## config.mk

```make
export PLATFORM = sky130hd
export DESIGN_NAME = aes_row_shift_pipe
export DESIGN_NICKNAME = d
export VERILOG_FILES = /design/src/rtl/aes_row_shift_pipe.sv
export SDC_FILE = /design/constraint.sdc
export NUM_CORES = 1
export LEC_CHECK = 0
export ABC_AREA = 0
export BUFFER_PORTS_ARGS = -buffer_cell sky130_fd_sc_hd__buf_2
export CORE_MARGIN = 4
export CORE_UTILIZATION = 49
export DETAILED_ROUTE_END_ITERATION = 10
export GPL_TIMING_DRIVEN = 0
export PLACE_DENSITY_LB_ADDON = 0.2
export SYNTH_ARGS = -nofsm -noshare
export SYNTH_HDL_FRONTEND = slang
export SYNTH_SLANG_ARGS = --single-unit
export TNS_END_PERCENT = 1
```

## constraint.sdc

```tcl
create_clock -name clk -period 3.2 [get_ports clk]
set_input_delay 0.16 -clock clk [delete_from_list [all_inputs] [get_ports clk]]
set_output_delay 0.16 -clock clk [all_outputs]
set_load 0.005 [all_outputs]
```

## src/rtl/aes_row_shift_pipe.sv

```systemverilog
// aes_row_shift_pipe: elastic AES ShiftRows/InvShiftRows stage, Nb = 4/6/8, PIPE_DEPTH register stages.
// Optional macro ROW_SHIFT_INV_EN builds the per-beat inverse path; rev 1.0.
`default_nettype none

module aes_row_shift_pipe #(
   parameter int NB         = 4,
   parameter int PIPE_DEPTH = 1
) (
   input  logic                clk,
   input  logic                rst_n,
   input  logic                in_valid,
   output logic                in_ready,
   input  logic [32*NB-1:0]    in_data,
   input  logic                in_inv,
   output logic                out_valid,
   input  logic                out_ready,
   output logic [32*NB-1:0]    out_data,
   output logic                out_inv,
   output logic                busy
);

   localparam int STATE_W = 32 * NB;

   if (!(NB == 4 || NB == 6 || NB == 8)) begin : g_bad_nb
      $error("aes_row_shift_pipe: NB must be 4, 6 or 8");
   end
   if (PIPE_DEPTH < 1 || PIPE_DEPTH > 4) begin : g_bad_depth
      $error("aes_row_shift_pipe: PIPE_DEPTH must be 1..4");
   end

   logic [STATE_W-1:0] fwd_state;
   logic [STATE_W-1:0] xform_state;
   logic               xform_inv;

   // Byte (r, c) sits at in_data[STATE_W-1-8*(r+4c) -: 8]; byte 0 is the MSB byte.
   for (genvar r = 0; r < 4; r++) begin : g_row
      localparam int SH = (r == 0) ? 0 :
                          (r == 1) ? 1 :
                          (r == 2) ? ((NB == 8) ? 3 : 2) :
                                     ((NB == 8) ? 4 : 3);
      for (genvar c = 0; c < NB; c++) begin : g_col
         localparam int SRC_F = (c + SH) % NB;
         assign fwd_state[STATE_W-1-8*(r+4*c) -: 8] = in_data[STATE_W-1-8*(r+4*SRC_F) -: 8];
      end
   end

`ifdef ROW_SHIFT_INV_EN
   logic [STATE_W-1:0] inv_state;

   for (genvar r = 0; r < 4; r++) begin : g_irow
      localparam int SH = (r == 0) ? 0 :
                          (r == 1) ? 1 :
                          (r == 2) ? ((NB == 8) ? 3 : 2) :
                                     ((NB == 8) ? 4 : 3);
      for (genvar c = 0; c < NB; c++) begin : g_icol
         localparam int SRC_I = (c + NB - SH) % NB;
         assign inv_state[STATE_W-1-8*(r+4*c) -: 8] = in_data[STATE_W-1-8*(r+4*SRC_I) -: 8];
      end
   end

   assign xform_state = in_inv ? inv_state : fwd_state;
   assign xform_inv   = in_inv;
`else
   logic unused_inv;

   assign unused_inv  = in_inv;
   assign xform_state = fwd_state;
   assign xform_inv   = 1'b0;
`endif

   logic [PIPE_DEPTH-1:0] valid_q, valid_d;
   logic [PIPE_DEPTH-1:0] inv_q, inv_d;
   logic [STATE_W-1:0]    data_q [PIPE_DEPTH];
   logic [STATE_W-1:0]    data_d [PIPE_DEPTH];
   logic [PIPE_DEPTH-1:0] load;

   // A stage can take new contents iff some stage at or after it is empty, or the tail drains.
   always_comb begin
      logic all_full;
      load = '0;
      for (int k = 0; k < PIPE_DEPTH; k++) begin
         all_full = 1'b1;
         for (int j = k; j < PIPE_DEPTH; j++) begin
            all_full = all_full & valid_q[j];
         end
         load[k] = ~all_full | out_ready;
      end
   end

   always_comb begin
      valid_d = valid_q;
      inv_d   = inv_q;
      data_d  = data_q;
      if (load[0]) begin
         valid_d[0] = in_valid;
         if (in_valid) begin
            data_d[0] = xform_state;
            inv_d[0]  = xform_inv;
         end
      end
      for (int k = 1; k < PIPE_DEPTH; k++) begin
         if (load[k]) begin
            valid_d[k] = valid_q[k-1];
            if (valid_q[k-1]) begin
               data_d[k] = data_q[k-1];
               inv_d[k]  = inv_q[k-1];
            end
         end
      end
   end

   always_ff @(posedge clk or negedge rst_n) begin
      if (!rst_n) begin
         valid_q <= '0;
         inv_q   <= '0;
         for (int k = 0; k < PIPE_DEPTH; k++) begin
            data_q[k] <= '0;
         end
      end else begin
         valid_q <= valid_d;
         inv_q   <= inv_d;
         for (int k = 0; k < PIPE_DEPTH; k++) begin
            data_q[k] <= data_d[k];
         end
      end
   end

   assign in_ready  = load[0];
   assign out_valid = valid_q[PIPE_DEPTH-1];
   assign out_data  = data_q[PIPE_DEPTH-1];
   assign out_inv   = inv_q[PIPE_DEPTH-1];
   assign busy      = |valid_q;

endmodule

`default_nettype wire

```

==> impl_summary.txt, run 1 <==
----------------------------------------------------
[Yosys]
  Synth Area per Inst ... 19.35 um^2
  Most frequent cell after synthesis ... sky130_fd_sc_hd__dfrtp_1
  Yosys warning count ... 0
  Fraction of synthesized cell area taken by the top area cell type ... between 60 and 70%
  Synth top area cells ... sky130_fd_sc_hd__dfrtp_1 60%, sky130_fd_sc_hd__mux2_4 29%, sky130_fd_sc_hd__mux2_2 5.3%
  Total nets after synthesis ... 410
  Fraction of registers with async set/reset ... 100.0%
  Register area share after synthesis ... between 60% and 70%
  Synthesized flop and latch total ... around 130
  Cell variety after synth ... 10
  Cell area after synthesis ... 0.005360 mm^2
  Count of mapped cells out of synthesis ... 277
  Ranking of synthesized cells by instance count ... 129 x sky130_fd_sc_hd__dfrtp_1, 103 x sky130_fd_sc_hd__mux2_4, 25 x sky130_fd_sc_hd__mux2_2, 11 x sky130_fd_sc_hd__buf_12, 3 x sky130_fd_sc_hd__buf_6
  Library cell with the largest summed area after synthesis ... sky130_fd_sc_hd__dfrtp_1
  Prevailing post-synth register cell ... sky130_fd_sc_hd__dfrtp_1
  EDFF count, synth ... 0

[Routing]
  Mean routed wirelength per cell ... about 19 um
  Remaining antenna violation count ... 0
  Final routed DRC violation total ... 0
  TritonRoute pass-1 iters ... 4
  Vias per inst ... 4.796
  Initial drt markers ... roughly 140
  Via Count ... 4014
  Total Routed Length ... 15.73 mm

[Worst setup path]
  Highest net fanout along the worst path ... 10
  Worst Setup End Kind ... register
  Setup CP Type ... reg2reg
  Peak per-stage delay on the critical path ... 0.46 ns
  Required time of the worst setup path ... 3.59 ns
  Crit path top cell by count ... sky130_fd_sc_hd__buf_6
  Arrival time worst endpoint ... approximately 1.8 ns
  Type of element launching the critical path ... register
  Worst path slowest cell ... sky130_fd_sc_hd__dfrtp_1
  Cell breakdown of the critical path ... nand2b_4 -> nand2_4 -> buf_6 -> buf_6 -> mux2_2

[Finish]
  Final instance area ... 0.008736 mm^2
  Final non-filler cell total ... about 840
  # diodes ... 0
  Synthesis-to-layout area growth ... 62.98%
  Final-layout fill cell count ... between 400 and 500
  Storage element area ... around 0.0032 mm^2
  Net count of the finished layout ... just over 800
  Fraction of layout cells with a size suffix above 1 ... 62.34%
  Multi-input combinational cell area ... between 0.0015 and 0.002 mm^2

[Clock network]
  Clock input transition at the sequential cells of the worst setup and hold paths ... about 0.060 ns
  CTS Root Buffer Type ... sky130_fd_sc_hd__clkbuf_8
  Number of sinks handled by clock tree synthesis ... ~130
  Buffer count from post-CTS setup fixing ... 0
  Bufs on Longest Clock Path ... 2
  Clock tree from TritonCTS ... built
  Number of buffers added by the clock tree synthesis step ... 17
  Quantity of gates resized following cts ... 0
  H-tree level count ... 4
  CTS Hold Bufs ... 131
  Skew-Pair Late Insertion Delay ... roughly 0.51 ns

[STA]
  Setup repair after global routing missed its margin ... false
  Max-slew violation total from the final report ... 0
  Transition time of the tightest slew-check pin ... around 0.59 ns
  Final worst-path cycle share ... around 45%
  Setup Viol. Count Final ... 0
  Total negative slack for setup checks ... 0 ns
  Setup skew after layout ... between 0.007 and 0.008 ns
  Shortest period the worst path allows ... 1.454 ns
  Highest clock frequency the design can meet ... 687.7 MHz
  Slew headroom ... between 60% and 70%
  Hold Fails Final Rpt ... 0

[Status]
  Run status ... finished, final reports clean

[Floorplan]
  Overall die width ... 112.6 um
  Initial cell density of the core ... 51.01%
  Die height ... about 110 um
  Number of core rows ... 37
  # IOs ... ~270
  Total core area ... about 0.011 mm^2
  Total die area ... about 0.013 mm^2

[Global routing]
  Antenna violations before repair ... 0
  Combined global-route utilization of all metal layers ... 25.43%
  Total global routing overflow ... 0
  First-pass GRT wire length ... roughly 25 mm
  Vias in the first global route ... 4714
  Maximum number of pins on one net before global-route repair ... 67

[Placement]
  Final weighted congestion in routability-driven placement ... between 0.7 and 0.8
  Total half-perimeter wirelength after legalization and detailed placement ... ~9.4 mm
  Placed cell area ... roughly 0.0069 mm^2
  Cells after DPL ... around 680
  I/O Buffers ... around 260

[Power]
  Cell Pwr Density ... ~560 mW/mm^2
  Maximum VDD drop ... approximately 0.35 mV
  Final Power ... ~4.9 mW
  LEAKAGE ... 4.514 nW

[Min path]
  Hold crit path type ... in2async

[Job]
  Maximum Capacitance Violations ... 0

----------------------------------------------------
-- metrics by stage --
step,utilization [%],setup WS [ns],hold slack (ns)
final,83.13,1.746,0.2213
after global routing,83.13,1.698,0.2351
after CTS,83.13,1.742,0.2009
after detailed placement,65.42,1.760,0.1820
after global placement,65.10,0.4263,0.3905
after floorplan,-,1.910,-0.1356
-- placed cells by master, fill, tap and decap left out, types with 2 or more instances in the layout --
cell type,instances
sky130_fd_sc_hd__clkbuf_1,2
sky130_fd_sc_hd__bufinv_16,2
sky130_fd_sc_hd__dlygate4sd3_1,131
sky130_fd_sc_hd__clkinvlp_4,4
sky130_fd_sc_hd__mux2_2,25
sky130_fd_sc_hd__clkbuf_16,16
sky130_fd_sc_hd__mux2_4,103
sky130_fd_sc_hd__clkbuf_8,2
sky130_fd_sc_hd__buf_6,4
sky130_fd_sc_hd__buf_2,261
sky130_fd_sc_hd__buf_12,11
sky130_fd_sc_hd__clkinv_2,3
sky130_fd_sc_hd__buf_4,2
sky130_fd_sc_hd__dfrtp_1,129
-- routing by layer --
| layer | track usage [%] | wire [um] |
|---|---|---|
| met3 | 8.356 | 1069 |
| met4 | 10.18 | 494 |
| met2 | 45.06 | 8149 |
| met1 | 28.09 | 6013 |
| met5 | 0 | 0 |
-- sequential cells by signal, indices dropped and copies added, names as in the netlist --
signal / flops
out_data: 128
busy: 1
-- power breakdown --
group          leakage (nW)  switching, mW  internal [mW]
Clock                 0.259          0.674           1.11
Combinational          2.75          0.374          0.683
Sequential             1.51          0.144           1.87
Total                  4.51           1.19           3.67
-- layout make-up --
| type | count | area share (%) |
|---|---|---|
| buffer | 16 | 3.079 |
| clock buffer | 20 | 4.984 |
| timing repair buffer | 394 | 30.41 |
| clock inverter | 10 | 1.303 |
| tap | 136 | 1.948 |
| multi-input combinational | 132 | 21.33 |
| sequential | 129 | 36.95 |
-- cell families after synthesis --
family,share of synthesized area (%)
buf+inv,5.019
other cells,0.06996
mux,34.10
simple gates,0.5836
flops,60.22
-- worst paths after layout --
check | from | endpoint | slack (ns) | depth (start not counted)
setup reg to reg | busy | out_data[113] | 1.75 | 5
hold / removal | rst_n | out_data[25] | 0.22 | 2
min in group clk | out_ready | out_data[124] | 0.33 | 5
setup / recovery | busy | out_data[113] | 1.75 | 5
hold reg to reg | out_data[119] | out_data[119] | 0.50 | 1
max in group asynchronous | rst_n | out_data[125] | 2.27 | 3
-- critical path: cells and delay by family, from the launching register on --
kind                   cells  cell delay, ns
buffers and inverters      2            0.32
flip-flops                 1            0.46
multiplexers               1            0.35
AND/OR/NAND/NOR            2            0.20
(Power assumes the default switching activity.)
==> run 2: changes to the inputs <==
--- a/config.mk
+++ b/config.mk
@@ -5,10 +5,10 @@
 export SDC_FILE = /design/constraint.sdc
 export NUM_CORES = 1
 export LEC_CHECK = 0
-export ABC_AREA = 0
+export ABC_AREA = 1
 export BUFFER_PORTS_ARGS = -buffer_cell sky130_fd_sc_hd__buf_2
 export CORE_MARGIN = 4
-export CORE_UTILIZATION = 49
+export CORE_UTILIZATION = 41
 export DETAILED_ROUTE_END_ITERATION = 10
 export GPL_TIMING_DRIVEN = 0
 export PLACE_DENSITY_LB_ADDON = 0.2
==> constraint.sdc (replaced) <==
create_clock -name clk -period 1.3 [get_ports clk]
set_input_delay 0.065 -clock clk [delete_from_list [all_inputs] [get_ports clk]]
set_output_delay 0.065 -clock clk [all_outputs]
set_load 0.005 [all_outputs]
==> impl_summary.txt, run 2 <==
----------------------------------------------------
[Status]
  Run status ... finished, final reports clean

[Worst setup path]
  Peak per-stage delay on the critical path ... 0.45 ns (about the same)
  Worst Setup End Kind ... output port
  Number of cells on the critical path ... 3 (-2)
  Type of element launching the critical path ... register
  Arrival time worst endpoint ... 1.21 ns (-0.63 ns)
  Setup CP Type ... reg2out
  Reg-to-reg endpoint ... out_data[41]
  Highest net fanout along the worst path ... 10 (unchanged)
  Buffer and inverter count on the worst path ... 2 (unchanged)
  Crit path max-delay family ... flip-flops
  R2R depth ... 6 (+1)
  Critical Path Start ... busy
  Worst r2r src ... busy
  Register-to-Register Setup Slack ... 0.04 ns (-1.71 ns)
  Cell breakdown of the critical path ... nand2_4 -> buf_6 -> buf_6
  Worst path slowest cell ... sky130_fd_sc_hd__dfrtp_2
  Required time of the worst setup path ... 1.24 ns (-2.35 ns)
  End point of the critical path ... in_ready
  Crit path top cell by count ... sky130_fd_sc_hd__buf_6

[Yosys]
  Main combinational cell family by area after synthesis ... simple AND/OR/NAND/NOR gates
  Prevailing post-synth register cell ... sky130_fd_sc_hd__dfrtp_1
  Synthesized flop and latch total ... 129 (unchanged)
  Cell variety after synth ... 10 (unchanged)
  Synth top area cells ... sky130_fd_sc_hd__dfrtp_1 63%, sky130_fd_sc_hd__nand2_1 19%, sky130_fd_sc_hd__nand3_1 13%
  Library cell with the largest summed area after synthesis ... sky130_fd_sc_hd__dfrtp_1
  Post-synthesis share of cell area spent on full adders, half adders and majority gates ... 0% (unchanged)
  Cell area after synthesis ... 0.005100 mm^2 (-4.9%)
  Register area share after synthesis ... 63.30% (+3.1 points)
  Fraction of registers with async set/reset ... 100.0% (unchanged)
  Total nets after synthesis ... 695 (+70%)
  Most frequent cell after synthesis ... sky130_fd_sc_hd__nand2_1
  EDFF count, synth ... 0 (unchanged)
  Ranking of synthesized cells by instance count ... 257 x sky130_fd_sc_hd__nand2_1, 129 x sky130_fd_sc_hd__dfrtp_1, 128 x sky130_fd_sc_hd__nand3_1, 35 x sky130_fd_sc_hd__buf_2, 6 x sky130_fd_sc_hd__buf_4
  Yosys warning count ... 0 (unchanged)
  Area fraction in and, or, nand and nor cells after synthesis ... 31.72% (+31 points)
  Share of the synthesized netlist area taken by xor and xnor gates ... 0% (unchanged)
  Complex-gate fraction of the synthesized area ... 0% (unchanged)
  Multiplexer share of the synthesized area ... 0% (-34 points)
  Fraction of synthesized cell area taken by the top area cell type ... 63.30% (+3.1 points)
  Synth Area per Inst ... 9.075 um^2 (-53%)
  Count of mapped cells out of synthesis ... 562 (+100%)

[Finish]
  Fraction of layout cells with a size suffix above 1 ... 34.38% (-28 points)
  Final-layout fill cell count ... 891 (+79%)
  Fraction of the core area covered by cells at the end of the flow ... 70.80% (-12 points)
  Synthesis-to-layout area growth ... 68.13%
  Number of flip-flops in the largest register ... 128 (unchanged)
  Commonest non-fill, non-tap cell in the layout ... sky130_fd_sc_hd__buf_2
  Net count of the finished layout ... 1106 (+34%)
  Commonest non-fill, non-tap cells in the layout ... 286 x sky130_fd_sc_hd__buf_2, 257 x sky130_fd_sc_hd__nand2_1, 129 x sky130_fd_sc_hd__dlygate4sd3_1
  Final non-filler cell total ... 1155 (+38%)

[STA]
  Setup repair after global routing missed its margin ... true
  Final worst-path cycle share ... a little over nine tenths
  Shortest period the worst path allows ... approximately 1.3 ns
  Setup skew after layout ... 0.004720 ns (-0.002611 ns)
  Max-slew violation total from the final report ... 0 (unchanged)
  Setup Viol. Count Final ... 0 (unchanged)
  Highest clock frequency the design can meet ... 784.1 MHz
  Final Hold Slack ... 0.1149 ns (-0.1064 ns)
  Total negative slack for setup checks ... 0 ns (unchanged)
  Post-layout worst setup margin ... 0.02469 ns (-1.721 ns)
  Hold Fails Final Rpt ... 0 (unchanged)

[Routing]
  Total Routed Length ... 17.51 mm (+11%)
  Remaining antenna violation count ... 0 (unchanged)
  Mean routed wirelength per cell ... 15.16 um (-19%)
  Vias per inst ... 4.730 (-1.4%)
  TritonRoute pass-1 iters ... 5 (+1)
  Final routed DRC violation total ... 0 (unchanged)
  Initial drt markers ... 365 (+160%)
  Via Count ... 5463 (+36%)

[Global routing]
  Total global routing overflow ... 0 (unchanged)
  Fraction of met3 tracks used by global routing ... 6.550% (-1.8 points)
  GR Layer Usage met2 ... 42.73% (-2.3 points)
  Vias in the first global route ... 5638 (+20%)
  Combined global-route utilization of all metal layers ... 24.62% (-0.81 points)
  Busiest metal layer after global routing ... met2
  Met1 capacity usage during global routing ... 28.52% (+0.43 points)
  Maximum number of pins on one net before global-route repair ... 90 (+34%)
  First-pass GRT wire length ... 27.97 mm (+13%)
  Antenna violations before repair ... 0 (unchanged)

[Floorplan]
  Number of core rows ... 40 (+8.1%)
  Total core area ... 0.01211 mm^2 (+15%)
  Total die area ... 0.01429 mm^2 (+13%)
  # IOs ... 265 (unchanged)
  Overall die width ... 119.5 um (+6.2%)
  Initial cell density of the core ... 42.11% (-8.9 points)
  Die height ... 119.5 um (+6.2%)

[Clock network]
  Number of sinks handled by clock tree synthesis ... 129 (unchanged)
  Number of buffers added by the clock tree synthesis step ... 17 (unchanged)
  Clock tree from TritonCTS ... built
  CTS Root Buffer Type ... sky130_fd_sc_hd__clkbuf_16
  Skew-Pair Late Insertion Delay ... 0.40 ns (-0.11 ns)
  Bufs on Longest Clock Path ... 2 (unchanged)
  H-tree level count ... 4 (unchanged)
  Clock input transition at the sequential cells of the worst setup and hold paths ... 0.05 ns (about the same)
  Buffer count from post-CTS setup fixing ... 0 (unchanged)

[Placement]
  I/O Buffers ... 262 (unchanged)
  Total half-perimeter wirelength after legalization and detailed placement ... 11.41 mm (+21%)
  Cells after DPL ... 993 (+47%)
  Worst slack, placed ... -0.04730 ns (-1.807 ns)
  Final weighted congestion in routability-driven placement ... 0.8200 (+2.8%)

[Power]
  LEAKAGE ... 4.805 nW (+6.4%)
  Part of the power in registers ... 41.6% (about the same)
  Maximum VDD drop ... 0.8315 mV (+140%)
  Share of total power in combinational logic ... 19.4% (-2.3 points)
  Cell Pwr Density ... 1368 mW/mm^2 (+150%)
  Power dissipated by switching net loads ... 3.048 mW (+160%)
  Switching Share ... 25.98% (+1.5 points)
  Proportion of power drawn by the clock network ... 39.0% (+2.2 points)
  Internal power of the cells ... 8.683 mW (+140%)

[Job]
  Maximum Capacitance Violations ... 0 (unchanged)

[Min path]
  Hold crit path type ... in2reg

----------------------------------------------------
[run 2: cell count changes in the layout (fill, tap and decap cells not counted), sizes merged, moves of 2 or more]
cell	previous run	this run
dlygate4sd3	131	129
clkinvlp	4	0
nand2b	2	0
buf	279	300
mux2	128	0
clkbuf	20	35
nand2	1	259
nand3	0	128
[run 2: worst min-delay path by stage]
stage | end | start | cells after the start
finish | busy | out_ready | 5
global route | busy | out_ready | 5
CTS | busy | out_ready | 5
detailed placement | out_data[69] | rst_n | 1
global placement | out_data[110] | in_data[46] | 3
floorplan | busy | rst_n | 0
[run 2: worst min-delay path: stages]
cell and delay (ns):
sky130_fd_sc_hd__buf_2 0.09, sky130_fd_sc_hd__inv_2 0.04, sky130_fd_sc_hd__nand2_4 0.09, sky130_fd_sc_hd__buf_6 0.14, sky130_fd_sc_hd__nand2_1 0.06
[run 2: through the flow]
stage / instance area (um^2) / power [mW]
finish: 8574 / 11.73
global route: 8572 / 12.31
CTS: 8549 / 11.77
detailed placement: 6655 / 6.852
global placement: 6621 / 6.778
floorplan: 5100 / 5.712
[run 2: cell type report]
| type | instances | area, um^2 | share of cell area (%) |
|---|---|---|---|
| timing repair buffer | 392 | 2643 | 30.82 |
| antenna | 1 | 2.502 | 0.02918 |
| clock inverter | 4 | 45.04 | 0.5253 |
| inverter | 1 | 3.754 | 0.04378 |
| clock buffer | 28 | 536.8 | 6.260 |
| buffer | 44 | 277.8 | 3.239 |
| tap | 168 | 210.2 | 2.451 |
| multi-input combinational | 388 | 1627 | 18.97 |
| sequential | 129 | 3229 | 37.66 |
[run 2: cells by family (layout without fill, tap and decap cells)]
logic type / after synthesis / count (layout)
simple gates: 387 / 387
flops: 129 / 129
other cells: 1 / 2
buf+inv: 45 / 469
[run 2: layer usage]
layer,up-vias,routed length [um],share of wire (%)
met5,-,0,0
met4,0,527,3.0
met3,39,1372,7.8
met2,272,8795,50
met1,2528,6815,39
li1,2624,-,-
[run 2: timing repair]
| item | 4_1_cts | 5_1_grt |
|---|---|---|
| hold endpoints to repair | 168 | 0 |
| pin swaps | 1 | 0 |
| setup endpoints to repair | 35 | 82 |
| hold buffers | 129 | 0 |
| gates resized for setup | 6 | 11 |
[run 2: power by group through the flow]
stage	Sequential, mW	Combinational [mW]	Clock [mW]
final	4.88	2.27	4.58
after global routing	4.95	2.51	4.85
after global placement	4.91	1.87	0
after CTS	4.87	2.24	4.65
after floorplan	4.97	0.741	0
after detailed placement	4.93	1.92	0
==> run 3: changes to the inputs <==
--- a/config.mk
+++ b/config.mk
@@ -5,9 +5,10 @@
 export SDC_FILE = /design/constraint.sdc
 export NUM_CORES = 1
 export LEC_CHECK = 0
-export ABC_AREA = 1
+export ABC_AREA = 0
 export BUFFER_PORTS_ARGS = -buffer_cell sky130_fd_sc_hd__buf_2
-export CORE_MARGIN = 4
+export CAP_MARGIN = 10
+export CORE_MARGIN = 10
 export CORE_UTILIZATION = 41
 export DETAILED_ROUTE_END_ITERATION = 10
 export GPL_TIMING_DRIVEN = 0
==> impl_summary.txt, run 3 (synthesis gave the netlist of run 1 again) <==
----------------------------------------------------
[Floorplan]
  Total die area ... 0.01805 mm^2 (+26%)
  # IOs ... 265 (unchanged)
  Die height ... 134.3 um (+12%)
  Number of core rows ... 41 (+2.5%)
  Overall die width ... 134.3 um (+12%)
  Initial cell density of the core ... 42.13% (about the same)
  Total core area ... 0.01272 mm^2 (+5.0%)

[Global routing]
  Total global routing overflow ... 0 (unchanged)
  Combined global-route utilization of all metal layers ... 18.84% (-5.8 points)
  Antenna violations before repair ... 0 (unchanged)
  Vias in the first global route ... 4669 (-17%)
  First-pass GRT wire length ... 26.53 mm (-5.2%)
  Maximum number of pins on one net before global-route repair ... 71 (-21%)

[Power]
  Final Power ... 12.33 mW (+5.1%)
  LEAKAGE ... 4.618 nW (-3.9%)
  Cell Pwr Density ... 1379 mW/mm^2 (+0.82%)
  Maximum VDD drop ... 0.8397 mV (+0.99%)

[Routing]
  Total length of routed met2 wires ... 8.734 mm (-0.69%)
  Remaining antenna violation count ... 0 (unchanged)
  Total Routed Length ... 16.83 mm (-3.9%)
  Met3 wire length ... 1.460 mm (+6.4%)
  Vias per inst ... 4.501 (-4.8%)
  Mean routed wirelength per cell ... 19.16 um (+26%)
  Final routed DRC violation total ... 0 (unchanged)
  TritonRoute pass-1 iters ... 4 (-1)
  Highest routed metal layer ... met4
  M1 WL ... 6.373 mm (-6.5%)
  Initial drt markers ... 109 (-70%)
  Via Count ... 3952 (-28%)

[Finish]
  Commonest non-fill, non-tap cells in the layout ... 261 x sky130_fd_sc_hd__buf_2, 130 x sky130_fd_sc_hd__dlygate4sd3_1, 129 x sky130_fd_sc_hd__dfrtp_1
  Net count of the finished layout ... 828 (-25%)
  Multi-input combinational cell area ... 0.001883 mm^2 (+16%)
  Number of flip-flops in the largest register ... 128 (unchanged)
  Final-layout fill cell count ... 853 (-4.3%)
  Commonest non-fill, non-tap cell in the layout ... sky130_fd_sc_hd__buf_2
  Final non-filler cell total ... 878 (-24%)
  Synthesis-to-layout area growth ... 66.83%
  Fraction of layout cells with a size suffix above 1 ... 62.61% (+28 points)
  Fraction of the core area covered by cells at the end of the flow ... 70.29% (-0.51 points)
  Storage element area ... 0.003228 mm^2 (about the same)
  # diodes ... 0 (-1)

[STA]
  Setup Viol. Count Final ... 123 (+123)
  Setup skew after layout ... 0.003886 ns (-0.0008336 ns)
  Hold Fails Final Rpt ... 0 (unchanged)
  Highest clock frequency the design can meet ... 727.6 MHz (-7.2%)
  Slew headroom ... about 63%
  Final worst-path cycle share ... 105.7% (+7.6 points)
  Setup repair after global routing missed its margin ... true
  Shortest period the worst path allows ... 1.374 ns (+0.09906 ns)
  Transition time of the tightest slew-check pin ... between 0.5 and 0.6 ns
  Total negative slack for setup checks ... -6.824 ns (-6.824 ns)
  Post-layout worst setup margin ... -0.07436 ns (-0.09906 ns)
  Max-slew violation total from the final report ... 0 (unchanged)

[Worst setup path]
  Number of cells on the critical path ... 5 (+2)
  Highest net fanout along the worst path ... 10 (unchanged)
  Crit path max-delay family ... flip-flops
  Buffer and inverter count on the worst path ... 2 (unchanged)
  Worst path slowest cell ... sky130_fd_sc_hd__dfrtp_1
  Required time of the worst setup path ... 1.59 ns (+0.35 ns)
  R2R depth ... 5 (-1)
  Critical Path Start ... busy
  Peak per-stage delay on the critical path ... 0.42 ns (-0.03 ns)
  End point of the critical path ... out_data[29]
  Setup CP Type ... reg2reg
  Cell breakdown of the critical path ... nand2b_4 -> nand2_8 -> buf_16 -> buf_12 -> mux2_4
  Worst Setup End Kind ... register
  Type of element launching the critical path ... register
  Worst r2r src ... busy
  Arrival time worst endpoint ... 1.67 ns (+0.46 ns)
  Register-to-Register Setup Slack ... -0.07 ns (-0.11 ns)
  Reg-to-reg endpoint ... out_data[29]

[Job]
  Maximum Capacitance Violations ... 0 (unchanged)

[Clock network]
  CTS Root Buffer Type ... sky130_fd_sc_hd__clkbuf_16
  Clock tree from TritonCTS ... built
  H-tree level count ... 4 (unchanged)
  Number of buffers added by the clock tree synthesis step ... 17 (unchanged)
  Number of sinks handled by clock tree synthesis ... 129 (unchanged)
  Clock input transition at the sequential cells of the worst setup and hold paths ... 0.06 ns (about the same)
  Skew-Pair Late Insertion Delay ... 0.41 ns (about the same)
  Bufs on Longest Clock Path ... 2 (unchanged)

[Status]
  Run status ... complete, but fails checks
  Violations in the final reports ... negative setup slack

[Placement]
  I/O Buffers ... 262 (unchanged)
  Worst slack, placed ... -0.09023 ns (-0.04293 ns)
  Cells after DPL ... 712 (-28%)
  Final weighted congestion in routability-driven placement ... 0.7842 (-4.4%)
  Total half-perimeter wirelength after legalization and detailed placement ... 11.03 mm (-3.3%)

[Min path]
  Hold crit path type ... in2async

----------------------------------------------------
run 3: cell count changes in the layout (fill, tap and decap cells not counted), sizes merged, moves of 2 or more:
cell    before  now
nand2      259    1
mux2         0  128
nand3      128    0
buf        300  284
clkbuf      35   25
nand2b       0    2
run 3: report_power, final:
group | switching, mW | internal [mW]
registers | 0.335 | 4.61
clock network | 1.61 | 3.10
logic | 0.944 | 1.73
total | 2.89 | 9.44
run 3: metrics by stage:
stage / hold slack (ns) / instance area (um^2)
final: 0.2029 / 8942
after global placement: 0.2959 / 6887
after global routing: 0.2324 / 8942
after CTS: 0.2050 / 8924
after floorplan: -0.2306 / 5360
after detailed placement: 0.07469 / 6920
run 3: how the worst min path moves through the flow:
stage / slack [ns] / depth (start not counted) / end / start
2_1_floorplan: -0.23 / 0 / busy / rst_n
3_3_place_gp: 0.30 / 2 / out_data[27] / in_data[27]
3_5_place_dp: 0.07 / 1 / out_data[18] / rst_n
4_1_cts: 0.20 / 2 / out_data[22] / rst_n
5_1_grt: 0.23 / 4 / busy / out_ready
6_report: 0.20 / 2 / out_data[17] / rst_n
run 3: layout make-up:
type / count / area share (%)
flip-flops and latches: 129 / 36.10
repair buffers: 401 / 31.09
multi-input cells: 132 / 21.06
clock buffers: 25 / 5.765
plain buffers: 14 / 2.742
well taps: 172 / 2.407
clock inverters: 5 / 0.8395
run 3: layer usage:
layer / vias up / GRT usage, %
met5: - / 0
met4: 0 / 6.348
met3: 15 / 7.879
met2: 189 / 32.58
met1: 1943 / 20.31
li1: 1805 / -
run 3: worst reg2reg max path, cell delays in order (launching register included):
cell                       delay, ns
sky130_fd_sc_hd__dfrtp_1        0.42
sky130_fd_sc_hd__nand2b_4       0.14
sky130_fd_sc_hd__nand2_8        0.09
sky130_fd_sc_hd__buf_16         0.16
sky130_fd_sc_hd__buf_12         0.15
sky130_fd_sc_hd__mux2_4         0.30
run 3: timing repair:
| action | CTS | global route |
|---|---|---|
| endpoints found under the hold margin | 188 | 0 |
| setup endpoints to repair | 120 | 129 |
| pin swaps | 1 | 0 |
| cloned | 2 | 0 |
| resized for setup | 7 | 5 |
| setup buffers | 5 | 0 |
| hold buffers | 131 | 0 |
